`config.mk`:
```
export PLATFORM = sky130hd
export DESIGN_NAME = inst_fetch_sb
export DESIGN_NICKNAME = d
export VERILOG_FILES = /design/src/rtl/inst_fetch_sb.sv
export SDC_FILE = /design/constraint.sdc
export NUM_CORES = 1
export LEC_CHECK = 0
export ABC_AREA = 0
export ABC_CLOCK_PERIOD_IN_PS = 4750
export BUFFER_PORTS_ARGS = -buffer_cell sky130_fd_sc_hd__buf_4
export CORE_MARGIN = 2
export CORE_UTILIZATION = 35
export DETAILED_ROUTE_END_ITERATION = 7
export HOLD_SLACK_MARGIN = 0.05
export SYNTH_ARGS = -nofsm -noshare
export SYNTH_HDL_FRONTEND = slang
export SYNTH_SLANG_ARGS = --single-unit
```
`constraint.sdc`:
```
create_clock -name clk -period 4.75 [get_ports clk]
set_input_delay 0.2375 -clock clk [delete_from_list [all_inputs] [get_ports clk]]
set_output_delay 0.2375 -clock clk [all_outputs]
set_load 0.02 [all_outputs]
```
`src/rtl/inst_fetch_sb.sv`:
```
// Instruction-fetch stage: issues one instruction per cycle to decode and inserts bubbles
// for RAW hazards (tracked in a small destination scoreboard), unresolved branches and HALT.
module inst_fetch_sb #(
    parameter int ADDR_W   = 32,
    parameter int SB_DEPTH = 2,
    parameter int FWD_EN   = 0,
    parameter int CNT_W    = 32
) (
    input  logic              clk,
    input  logic              rst,
    output logic [ADDR_W-1:0] imem_addr,
    input  logic [31:0]       imem_rdata,
    output logic [31:0]       inst,
    output logic [ADDR_W-1:0] inst_pc,
    output logic              inst_valid,
    input  logic              id_ready,
    input  logic              redirect_valid,
    input  logic [ADDR_W-1:0] redirect_addr,
    output logic              halted,
    output logic [CNT_W-1:0]  stall_cnt,
    output logic [CNT_W-1:0]  br_cnt
);

    typedef enum logic [1:0] {
        FETCH,
        WAIT_BR,
        HALT_S
    } state_t;

    state_t            state;
    state_t            state_nx;
    logic [ADDR_W-1:0] pc;
    logic [ADDR_W-1:0] pc_nx;

    // Scoreboard, entry 0 is the most recently issued slot
    logic [SB_DEPTH-1:0] sb_valid;
    logic [SB_DEPTH-1:0] sb_load;
    logic [4:0]          sb_dest [SB_DEPTH];

    logic [5:0] opcode;
    logic [4:0] rs;
    logic [4:0] rt;
    logic [4:0] rd;
    logic       reads_rs;
    logic       reads_rt;
    logic       writes;
    logic [4:0] dest;
    logic       dec_load;
    logic       dec_branch;
    logic       dec_halt;
    logic       hazard;
    logic       issue;
    logic       stall_inc;
    logic       br_inc;

    assign opcode = imem_rdata[31:26];
    assign rs     = imem_rdata[25:21];
    assign rt     = imem_rdata[20:16];
    assign rd     = imem_rdata[15:11];

    always_comb begin
        reads_rs   = 1'b0;
        reads_rt   = 1'b0;
        writes     = 1'b0;
        dest       = rt;
        dec_load   = 1'b0;
        dec_branch = 1'b0;
        dec_halt   = 1'b0;
        case (opcode)
            6'h00, 6'h02, 6'h04, 6'h06, 6'h08, 6'h0A: begin
                reads_rs = 1'b1;
                reads_rt = 1'b1;
                writes   = 1'b1;
                dest     = rd;
            end
            6'h01, 6'h03, 6'h05, 6'h07, 6'h09, 6'h0B: begin
                reads_rs = 1'b1;
                writes   = 1'b1;
            end
            6'h0C: begin
                reads_rs = 1'b1;
                writes   = 1'b1;
                dec_load = 1'b1;
            end
            6'h0D: begin
                reads_rs = 1'b1;
                reads_rt = 1'b1;
            end
            6'h0F: begin
                reads_rs   = 1'b1;
                reads_rt   = 1'b1;
                dec_branch = 1'b1;
            end
            6'h0E, 6'h10: begin
                reads_rs   = 1'b1;
                dec_branch = 1'b1;
            end
            6'h11: dec_halt = 1'b1;
            default: ;
        endcase
    end

    // With forwarding only a load still in flight directly ahead can stall
    always_comb begin
        hazard = 1'b0;
        if (FWD_EN != 0) begin
            if (sb_valid[0] && sb_load[0] &&
                ((reads_rs && sb_dest[0] == rs) || (reads_rt && sb_dest[0] == rt)))
                hazard = 1'b1;
        end else begin
            for (int i = 0; i < SB_DEPTH; i++) begin
                if (sb_valid[i] &&
                    ((reads_rs && sb_dest[i] == rs) || (reads_rt && sb_dest[i] == rt)))
                    hazard = 1'b1;
            end
        end
    end

    always_comb begin
        state_nx   = state;
        pc_nx      = pc;
        inst_valid = 1'b0;
        issue      = 1'b0;
        stall_inc  = 1'b0;
        br_inc     = 1'b0;
        case (state)
            FETCH: begin
                inst_valid = !hazard && !rst;
                issue      = inst_valid && id_ready;
                stall_inc  = hazard && id_ready;
                if (issue) begin
                    pc_nx = pc + ADDR_W'(4);
                    if (dec_branch)
                        state_nx = WAIT_BR;
                    else if (dec_halt)
                        state_nx = HALT_S;
                end
            end
            WAIT_BR: begin
                // A resolved redirect is taken even while decode is stalled
                if (redirect_valid) begin
                    pc_nx    = redirect_addr;
                    state_nx = FETCH;
                end else begin
                    br_inc = id_ready;
                end
            end
            default: ;
        endcase
    end

    always_ff @(posedge clk or posedge rst) begin
        if (rst) begin
            state <= FETCH;
            pc    <= '0;
        end else begin
            state <= state_nx;
            pc    <= pc_nx;
        end
    end

    always_ff @(posedge clk or posedge rst) begin
        if (rst) begin
            sb_valid <= '0;
            sb_load  <= '0;
            for (int i = 0; i < SB_DEPTH; i++)
                sb_dest[i] <= '0;
        end else if (id_ready) begin
            for (int i = SB_DEPTH - 1; i > 0; i--) begin
                sb_valid[i] <= sb_valid[i-1];
                sb_load[i]  <= sb_load[i-1];
                sb_dest[i]  <= sb_dest[i-1];
            end
            sb_valid[0] <= issue && writes;
            sb_load[0]  <= issue && dec_load;
            sb_dest[0]  <= dest;
        end
    end

    always_ff @(posedge clk or posedge rst) begin
        if (rst) begin
            stall_cnt <= '0;
            br_cnt    <= '0;
        end else begin
            if (stall_inc && stall_cnt != '1)
                stall_cnt <= stall_cnt + CNT_W'(1);
            if (br_inc && br_cnt != '1)
                br_cnt <= br_cnt + CNT_W'(1);
        end
    end

    assign imem_addr = pc;
    assign inst      = imem_rdata;
    assign inst_pc   = pc;
    assign halted    = (state == HALT_S);

endmodule

```
# Word-level counts from Yosys, hierarchy flattened
# Cells that the tools add are included.
[classes]
add_sub_neg = 3
eq_ne = 28
muxes = 21
n_reduce_logical = 26
[ops]
columns = ["op", "n"]
rows = [
  ["adder 32 x 1 -> 32 bit (second input constant)", 2],
  ["two-way mux 32 bit", 2],
  ["!= test 32 bit (second input constant)", 2],
  ["one-hot mux 32 bit (2 select lines)", 1],
  ["== test 6 x 4 -> 1 bit (second input constant)", 8],
  ["adder 32 x 3 -> 32 bit (second input constant)", 1],
  ["== test 6 x 3 -> 1 bit (second input constant)", 4],
  ["== test 5 bit", 4],
  ["OR reduction 17 bit", 1],
  ["OR reduction 13 bit", 1],
  ["== test 6 x 2 -> 1 bit (second input constant)", 2],
  ["== test 6 x 5 -> 1 bit (second input constant)", 2],
  ["logical AND 1 bit", 12],
  ["two-way mux 1 bit", 12],
  ["two-way mux 2 bit", 4],
  ["OR reduction 8 bit", 1],
  ["== test 6 x 1 -> 1 bit (second input constant)", 1],
  ["logical NOT 6 bit", 1],
  ["OR reduction 6 bit", 1],
  ["two-way mux 5 bit", 1],
  ["!= test 2 bit (second input constant)", 2],
  ["one-hot mux 2 bit (2 select lines)", 1],
  ["AND reduction 4 bit", 1],
  ["!= test 3 bit (second input constant)", 1],
  ["other kinds (8)", 10],
]
[word_totals]
reg_bits = 110
inputBits = 68
out_inout_bits = 162
word_cells = 85

# Depth between registers and ports, before layout
# Gate-level depths: netlist (run 1).
[logic_depth]
ltp_word = 13
depth_mapped = 9
ltp_nobuf = 8

# Worst setup path after synthesis (run 1)
# OpenSTA, ideal clock, no wires.
[synth_timing]
path_kind = "input to output"
startpoint = "input rst"
endpoint = "output inst_valid"
t_arrival_ns = 3.471
t_required_ns = 4.513
setup_slack_ns = 1.041
stages = 3
n_path_buf = 0
cell_sequence = "inv_1 -> nand2_1 -> nor3_1"
[synth_via]
elab_chain_len = 3
[synth_rtl]
columns = ["element", "line", "rtl"]
rows = [
  ["start, declared", "10", "input logic rst,"],
  ["logical NOT 1 bit (no line)", "-", ""],
  ["logical AND 1 bit", "128", "inst_valid = !hazard && !rst;"],
  ["two-way mux 1 bit", "126", "case (state)"],
  ["end, declared", "15", "output logic inst_valid,"],
]
# Every way passes these cells.

# Worst setup path after layout (run 1)
[layout_timing]
startpoint = "register state[0]"
endpoint = "register pc[27], in the netlist imem_addr[27]"
[layout_via]
elab_chain_len = 3
word_cells_on_any_way = 7
classes_between = "3 x eq/ne; 1 x mux; 3 x reduce/logical"
[layout_rtl]
columns = ["element", "line", "rtl"]
rows = [
  ["start, declared", "30", "state_t state;"],
  ["start signal, assigned", "157", "state <= state_nx;"],
  ["== test 2 x 1 -> 1 bit / logical NOT 2 bit (equally long branches)", "126", ""],
  ["!= test 2 bit (no line) / nonzero test 2 bit (equally long branches)", "-", ""],
  ["AND reduction 3 bit (no line)", "-", ""],
  ["end signal, assigned", "158", "pc <= pc_nx;"],
  ["end, declared", "32", "logic [ADDR_W-1:0] pc;"],
]
# Several ways; a longest one is shown, not always the timed one.
# A chain may end at the register's enable or synchronous reset.

==> results of run 1 <==
-- worst paths after layout --
check,to,cells past startpoint
min in group asynchronous,stall_cnt[22]$_DFFE_PP0P_,3
worst max-delay path,imem_addr[27]$_DFFE_PP0P_,5
worst min register to register,stall_cnt[20]$_DFFE_PP0P_,1
max in group asynchronous,imem_addr[8]$_DFFE_PP0P_,4
worst max register to register,imem_addr[27]$_DFFE_PP0P_,5
worst min-delay path,imem_addr[0]$_DFFE_PP0P_,3
-- layer usage --
layer	vias to the layer above	global-route usage, %	part of all wire (%)
li1	2552	-	-
met3	24	2.98	5.0
met1	2602	24.9	46
met2	168	28.3	47
met4	0	5.96	2.1
met5	-	0	0
-- critical path, cell delays in order, from the launching register on --
cell and delay (ns):
dfrtp_1 1.00, nor2b_1 0.40, and2_1 0.46, a21o_2 0.59, a21oi_1 0.13, a311oi_1 0.23
-- cell usage in the layout (no fill, tap or decap), types with 13 or more instances in the layout --
cell | Yosys | final
a21oi_1 | 31 | 31
and3_1 | 20 | 20
and4_1 | 13 | 13
buf_4 | 64 | 208
dfrtp_1 | 110 | 110
nand2_1 | 72 | 72
nand3_1 | 36 | 36
nand4_1 | 22 | 22
nor2_1 | 44 | 44
nor3_1 | 14 | 14
o21ai_0 | 15 | 15
xnor2_1 | 47 | 47
xor2_1 | 36 | 36
-- state kept, by name (all words and copies together), names as in the netlist --
| signal | count |
|---|---|
| state | 2 |
| imem_addr | 32 |
| sb_valid | 2 |
| stall_cnt | 32 |
| br_cnt | 32 |
| sb_dest | 10 |
-- cell families after synthesis --
logic type / after synthesis / share of synthesized area [%]
mux: 13 / 2.20
xor+xnor: 83 / 11.5
buf+inv: 90 / 9.61
flops: 110 / 43.5
compound gates: 104 / 11.4
fa+ha+maj: 3 / 0.593
simple gates: 254 / 21.2
-- where the power goes --
part           switching, mW  internal (mW)
Clock                  0.398          0.376
Combinational          0.691          0.538
Sequential             0.243           1.07
Total                   1.33           1.98
-- area by class of cell --
class	instances	area share (%)
Clock buffer	9	2.85
Multi-Input combinational cell	457	37.6
Inverter	5	0.269
Tap cell	229	3.63
Clock inverter	7	0.872
Sequential cell	110	34.9
Timing Repair Buffer	209	19.9
-- what timing repair did --
action,CTS,global route
resized for setup,0,0
endpoints found under the setup margin,0,0
endpoints found under the hold margin,32,0
hold buffers,1,0
==> out/results.txt, run 1 <==
Clock-pin slew was measured on the worst setup and hold paths at 0.08 ns. For the total number of clock tree sinks, the log shows 110. Input and output buffers added on the ports amount to 207.

STA puts the critical path data required time at 5.01 ns. The vertical die dimension works out to 138 µm. The number of enable-type register cells in the synthesized netlist works out to 0.

The power density of the placed cells came out at 420 nW/µm². The number of synthesized register bits was 110. Summing all flip-flop and latch instances after layout gives 2750 µm².

The most critical setup path has its startpoint at state[0]$_DFFE_PP0P_. The run gives 17.8% as the global-route usage over all layers. The congestion estimate from routability-driven global placement came to 0.781. The H-tree generated during clock tree synthesis spans 3 levels.

Data on the critical path arrives at its endpoint at 3.19 ns. Yosys attributes the largest share of cell area to dfrtp_1 44%, buf_4 7.6%, xnor2_1 6.5%. Number of nets still failing antenna checks after routing: 0. The beginning of the worst hold path is redirect_addr[0].

Entering global routing, the biggest net connects 79 pins. The most frequently used flop master after synthesis is dfrtp_1. The first global-routing pass estimated 27.8 mm of wire.

For the number of antenna violations at the first check in global routing, the log shows 0. Number of global-route vias before repair: 5,146. Synthesis produced 657 cells. Sorting the synthesized cells by how often they occur yields 110 x dfrtp_1, 72 x nand2_1, 64 x buf_4.

For the instance area at placement, the log shows 7590 µm². The total instance count after detailed placement is 1,009, and the worst slew margin relative to its limit is 31.2%. The area growth from synthesis to layout is 24.7%. Setup violations remaining at the end of the flow were counted as 0. STA classifies the critical path startpoint as a register. The run finished with clean final reports.

The logs give 294 for the initial detailed-routing violation count and 19,200 µm² for the area enclosed by the die boundary. The netlist uses 59 different library cells. Based on the critical path, the design can be clocked at up to 342 MHz. The accumulated negative setup slack is 0 ns. Hold timing on the final database bottoms out at a slack of 0.0759 ns.

The final standard cell count with taps included and fillers excluded is 1,026. The logs give 3.32 mW for the overall power and 0 for the number of warnings issued by yosys. Summing every instance area after synthesis gives 6330 µm². Cells with a size suffix above 1 make up 31.5% of the layout.

Capturing element type of the critical path: a register. The placed wire-length estimate after detailed placement came out at 12.5 mm. TritonCTS built the clock tree.

For the final max-slew violation count, the log shows 0. The tools report the DRC violation count after routing as 0. The worst setup path is of the register to register kind. The cell at the root of the clock tree was clkbuf_16. The core region is 17,800 µm². For the worst voltage drop across the vdd grid, the log shows 0.000340 V. The starting density of the core was 35.5%. From left edge to right edge, the die measures 138 µm. TritonCTS created 9 clock buffers. The run gives 0 as the post-CTS repair timing setup buffer count. dfrtp_1 takes more of the synthesized area than any other cell. In the final layout, the multi-input gates occupy 2970 µm². The tools report the critical register-to-register path startpoint as state[0]$_DFFE_PP0P_.

A synthesized cell averages 9.63 µm². The pre-antenna-repair detailed-routing pass consisted of 4 iterations. For the pin with the worst max-slew slack, the measured transition is 1.03 ns. Dividing the detail-routed via count by the number of cells gives 5.21. The setup check on the worst reg-to-reg path leaves a slack of 1.82 ns. Counting flops with an async set or reset pin after synthesis yields a share of 100%.

In this run the worst hold path is classified as input pin to register. After floorplanning, the core was divided into 49 placement rows. The post-route minimum period works out to 2.93 ns.

The tools report the insertion delay of the later-clocked pin in the worst-skew pair as 0.36 ns. After routing the design area is 7890 µm². The worst setup slack after layout was 1.82 ns; the detailed-route wire length per cell was 16.8 µm. Most common cell in the synthesized netlist: dfrtp_1.

The number of max-cap violations was 0. The total overflow left after global routing is 0. The number of nets in the synthesized netlist is 728.

The share of synthesized area in the top cell type comes to 43.5%. The leakage power total is 3.76 nW. The final layout contains 863 nets. The routed layout has 5,346 vias. The tools report the number of ports placed on the die boundary as 230.

Utilization after layout: 44.2%. Sum of routed wire length over all layers: 17.3 mm. The number of antenna diodes in the final layout is 0. After layout, the worst path uses 61.6% of the clock period.

Of all nets on the critical path, the largest fanout is 34. The number of hold-slack violations in the final timing report was 0; the sequential element share of the synthesized area was 43.5%. Across the routed clock network, the largest skew measured is 0.00890 ns.

Prior to clock tree synthesis, the placed netlist has a worst setup slack of 1.89 ns. Fill cells in the final layout number 1,747. Setup repair after global routing left no endpoint under its margin. The clock passes through at most 2 buffers.
Power figures use the tool's default switching activity.
==> run 2, diff against run 1 <==
- ABC_CLOCK_PERIOD_IN_PS: 4750 -> 3030
- clock period: 4.75 -> 3.03 ns (I/O delays scaled with it)
==> run 2 against run 1 <==
Effect of this change:
- utilization up 0.65 points
- combinational power up 63%
- largest cell class unchanged
- sequential cell count unchanged
- worst hold slack worse by 0.011 ns
- first-iteration DRC count up 5.1%
- clock skew up 0.0028 ns
- sequential share of layout area down 0.50 points
- fmax up 17%
- register-to-register slack worse by 1.3 ns
- highest routed layer unchanged
- final area up 1.5%
- count of clock-buffer cells in the layout unchanged
- critical path depth up 2
- largest power group unchanged
==> out/results.txt, run 2 (synthesis results as in run 1) <==
The tools report the accumulated negative setup slack as 0 ns (unchanged). The share of the clock period used by the worst path after layout came out at 82.4% (+21 points). Vertical die dimension: 138 µm (unchanged). The logs give 0 (unchanged) for the number of hold-slack violations in the final timing report and 0 (unchanged) for the final max-slew violation count. For the required time of the critical path, the log shows 3.29 ns (-1.72 ns). The total of buffers placed on input and output ports was 207 (unchanged).

For the number of antenna violations at the first check in global routing, the log shows 0 (unchanged). The number of placement rows is 49 (unchanged), and the area overhead of the layout relative to synthesis is 26.6%. The tools report the number of global-route vias before repair as 5,077 (-1.3%). The CTS H-tree depth was 3 (unchanged); the worst-case clock buffer depth was 2 (unchanged).

The tools report the area of the core as 17,800 µm² (unchanged). Leaving out fill and tap cells, the most frequent cell in the layout is buf_4. The largest net degree at the start of global routing is 50 (-37%).

The starting density of the core is 35.5% (unchanged). The run finished with clean final reports. The antenna cell count is 0 (unchanged). TritonCTS built the clock tree.

Startpoint kind of the worst setup timing path: a register. Setup repair after global routing left no endpoint under its margin. The power density of the placed cells was 654 nW/µm² (+56%). The number of max-cap violations is 0 (unchanged), and the final net count is 875 (+1.4%).

The detailed-route wire length per cell is 16.5 µm (-1.6%), and the DRC violation count after routing is 0 (unchanged). The first-pass iteration count of the detailed router was 4 (unchanged). The transition time at the pin with the least slew margin is 0.921 ns (-0.111 ns). The class of the tightest hold or removal check was input pin to register. The tools report the worst slew margin relative to its limit as 38.6% (+7.4 points). Number of setup violations in the final report: 0 (unchanged). The library cells used most frequently in the layout, excluding fill and tap cells, are 213 x buf_4, 110 x dfrtp_1, 72 x nand2_1, 47 x xnor2_1, 44 x nor2_1. The worst setup path is of the register to register kind. Walking the worst path, the cells encountered are xnor2_1 > nand4_1 > o32ai_1 > a32oi_1 > a21oi_1 > nor2_1 > o22a_1. The instance area at placement is 7630 µm² (+0.51%), and the routed via count divided by cell count is 5.14 (-1.3%).

The sum of routed wire length over all layers was 17.2 mm (-0.47%). The total number of clock tree sinks was 110 (unchanged). The via count of the routed design was 5,339 (-0.13%). The first-pass GRT wire length was 27.5 mm (-1.3%).

The cell family contributing the most delay on the critical path is compound AO/OA/AOI/OAI gates. The highest clock frequency the design can meet came out at 400 MHz (+17%). Final instance area: 8010 µm² (+1.5%). The sum of overflow across all layers after global routing is 0 (unchanged). The cell at the root of the clock tree was clkbuf_16. The post-route minimum period was 2.50 ns (-0.428 ns). The tools report the leakage power total as 3.81 nW (+1.3%). The filler cell count in the final layout was 1,735 (-0.69%); the area enclosed by the die boundary was 19,200 µm² (unchanged). The delay of the slowest cell on the worst path is 0.78 ns (-0.22 ns), and the horizontal extent of the die is 138 µm (unchanged). The global-route usage over all layers was 17.7% (-0.15 points); the placed wire-length estimate after detailed placement was 12.6 mm (+0.44%).

The insertion delay of the later-clocked pin in the worst-skew pair is 0.37 ns (about the same), and the clock-pin transition on the worst setup and hold timing paths is 0.09 ns (about the same). The tools report the placer's final routability congestion estimate as 0.811 (+3.9%). The count of buffer and inverter cells on the critical path works out to 0 (unchanged). The number of nets still failing antenna checks after routing came out at 0 (unchanged).

Clock buffer count from CTS: 9 (unchanged). The initial detailed-routing violation count was 309 (+5.1%); the peak fanout along the critical path was 8 (-76%). STA classifies the critical path endpoint as a register. The final setup skew is 0.0117 ns (+0.00277 ns). The arrival time of data at the critical path endpoint was 2.76 ns (-0.43 ns); the number of ports placed on the die boundary was 230 (unchanged). Critical path's slowest cell: a21oi_1.

The worst voltage drop across the vdd grid is 0.000403 V (+19%), and the fraction of final layout cells sized beyond drive strength 1 is 31.6% (+0.15 points).
## run 2: cell types whose count changed in the layout (fill, tap and decap cells not counted), sizes merged
cell,delta
dlygate4sd3,+7
buf,+5
inv,-4
clkinv,+2
clkinvlp,+2
## run 2: area by class of cell
cell class	instances	area, µm²	area share, %
multi-input cells	457	2970	37.0
flip-flops and latches	110	2750	34.4
repair buffers	221	1680	21.0
well taps	229	287	3.58
clock buffers	9	225	2.81
clock inverters	7	75.1	0.938
inverters	5	22.5	0.281
## run 2: layer usage
| metal | track usage (%) | wire (µm) | vias up |
|---|---|---|---|
| met5 | 0 | 0 | - |
| met4 | 5.64 | 374 | 0 |
| met3 | 3.22 | 857 | 23 |
| met2 | 27.4 | 7830 | 162 |
| met1 | 25.2 | 8110 | 2586 |
| li1 | - | - | 2568 |
## run 2: through the flow
step	setup slack, ns	std cells	hold WS (ns)	total power [mW]	util (%)
after floorplan	0.490	657	0.249	3.41	-
after global placement	0.578	1014	0.274	4.03	42.8
after detailed placement	0.475	1014	0.281	4.05	42.8
after CTS	0.467	1038	0.0586	5.29	44.9
after global routing	0.230	1038	0.0771	5.53	44.9
final	0.532	1038	0.0653	5.24	44.9
## run 2: power by group
| part | total (mW) | switching [mW] | internal (mW) |
|---|---|---|---|
| registers | 2.01 | 0.329 | 1.68 |
| logic | 2.01 | 1.15 | 0.861 |
| clock network | 1.22 | 0.631 | 0.588 |
## run 2: timing repair
action / CTS / global route
gates resized for setup: 0 / 0
hold buffers: 8 / 0
setup endpoints to repair: 0 / 0
setup buffers: 0 / 0
hold endpoints to repair: 30 / 0
## run 2: tightest hold or removal path, delay by kind of cell
family	cells	cell delay, ns
buffers and inverters	1	0.11
AO/OA/AOI/OAI	1	0.05
AND/OR/NAND/NOR	1	0.09
## run 2: worst paths after layout
| path | start | end | slack (ns) | cells after the start |
|---|---|---|---|---|
| setup / recovery | sb_dest[5]$_DFFE_PP0P_ | imem_addr[17]$_DFFE_PP0P_ | 0.53 | 7 |
| hold / removal | redirect_addr[27] | imem_addr[27]$_DFFE_PP0P_ | 0.07 | 3 |
| setup reg to reg | sb_dest[5]$_DFFE_PP0P_ | imem_addr[17]$_DFFE_PP0P_ | 0.53 | 7 |
| hold reg to reg | stall_cnt[29]$_DFFE_PP0P_ | stall_cnt[29]$_DFFE_PP0P_ | 0.49 | 1 |
| max in group asynchronous | rst | sb_dest[3]$_DFFE_PP0P_ | 1.52 | 4 |
| min in group asynchronous | rst | imem_addr[8]$_DFFE_PP0P_ | 0.48 | 3 |
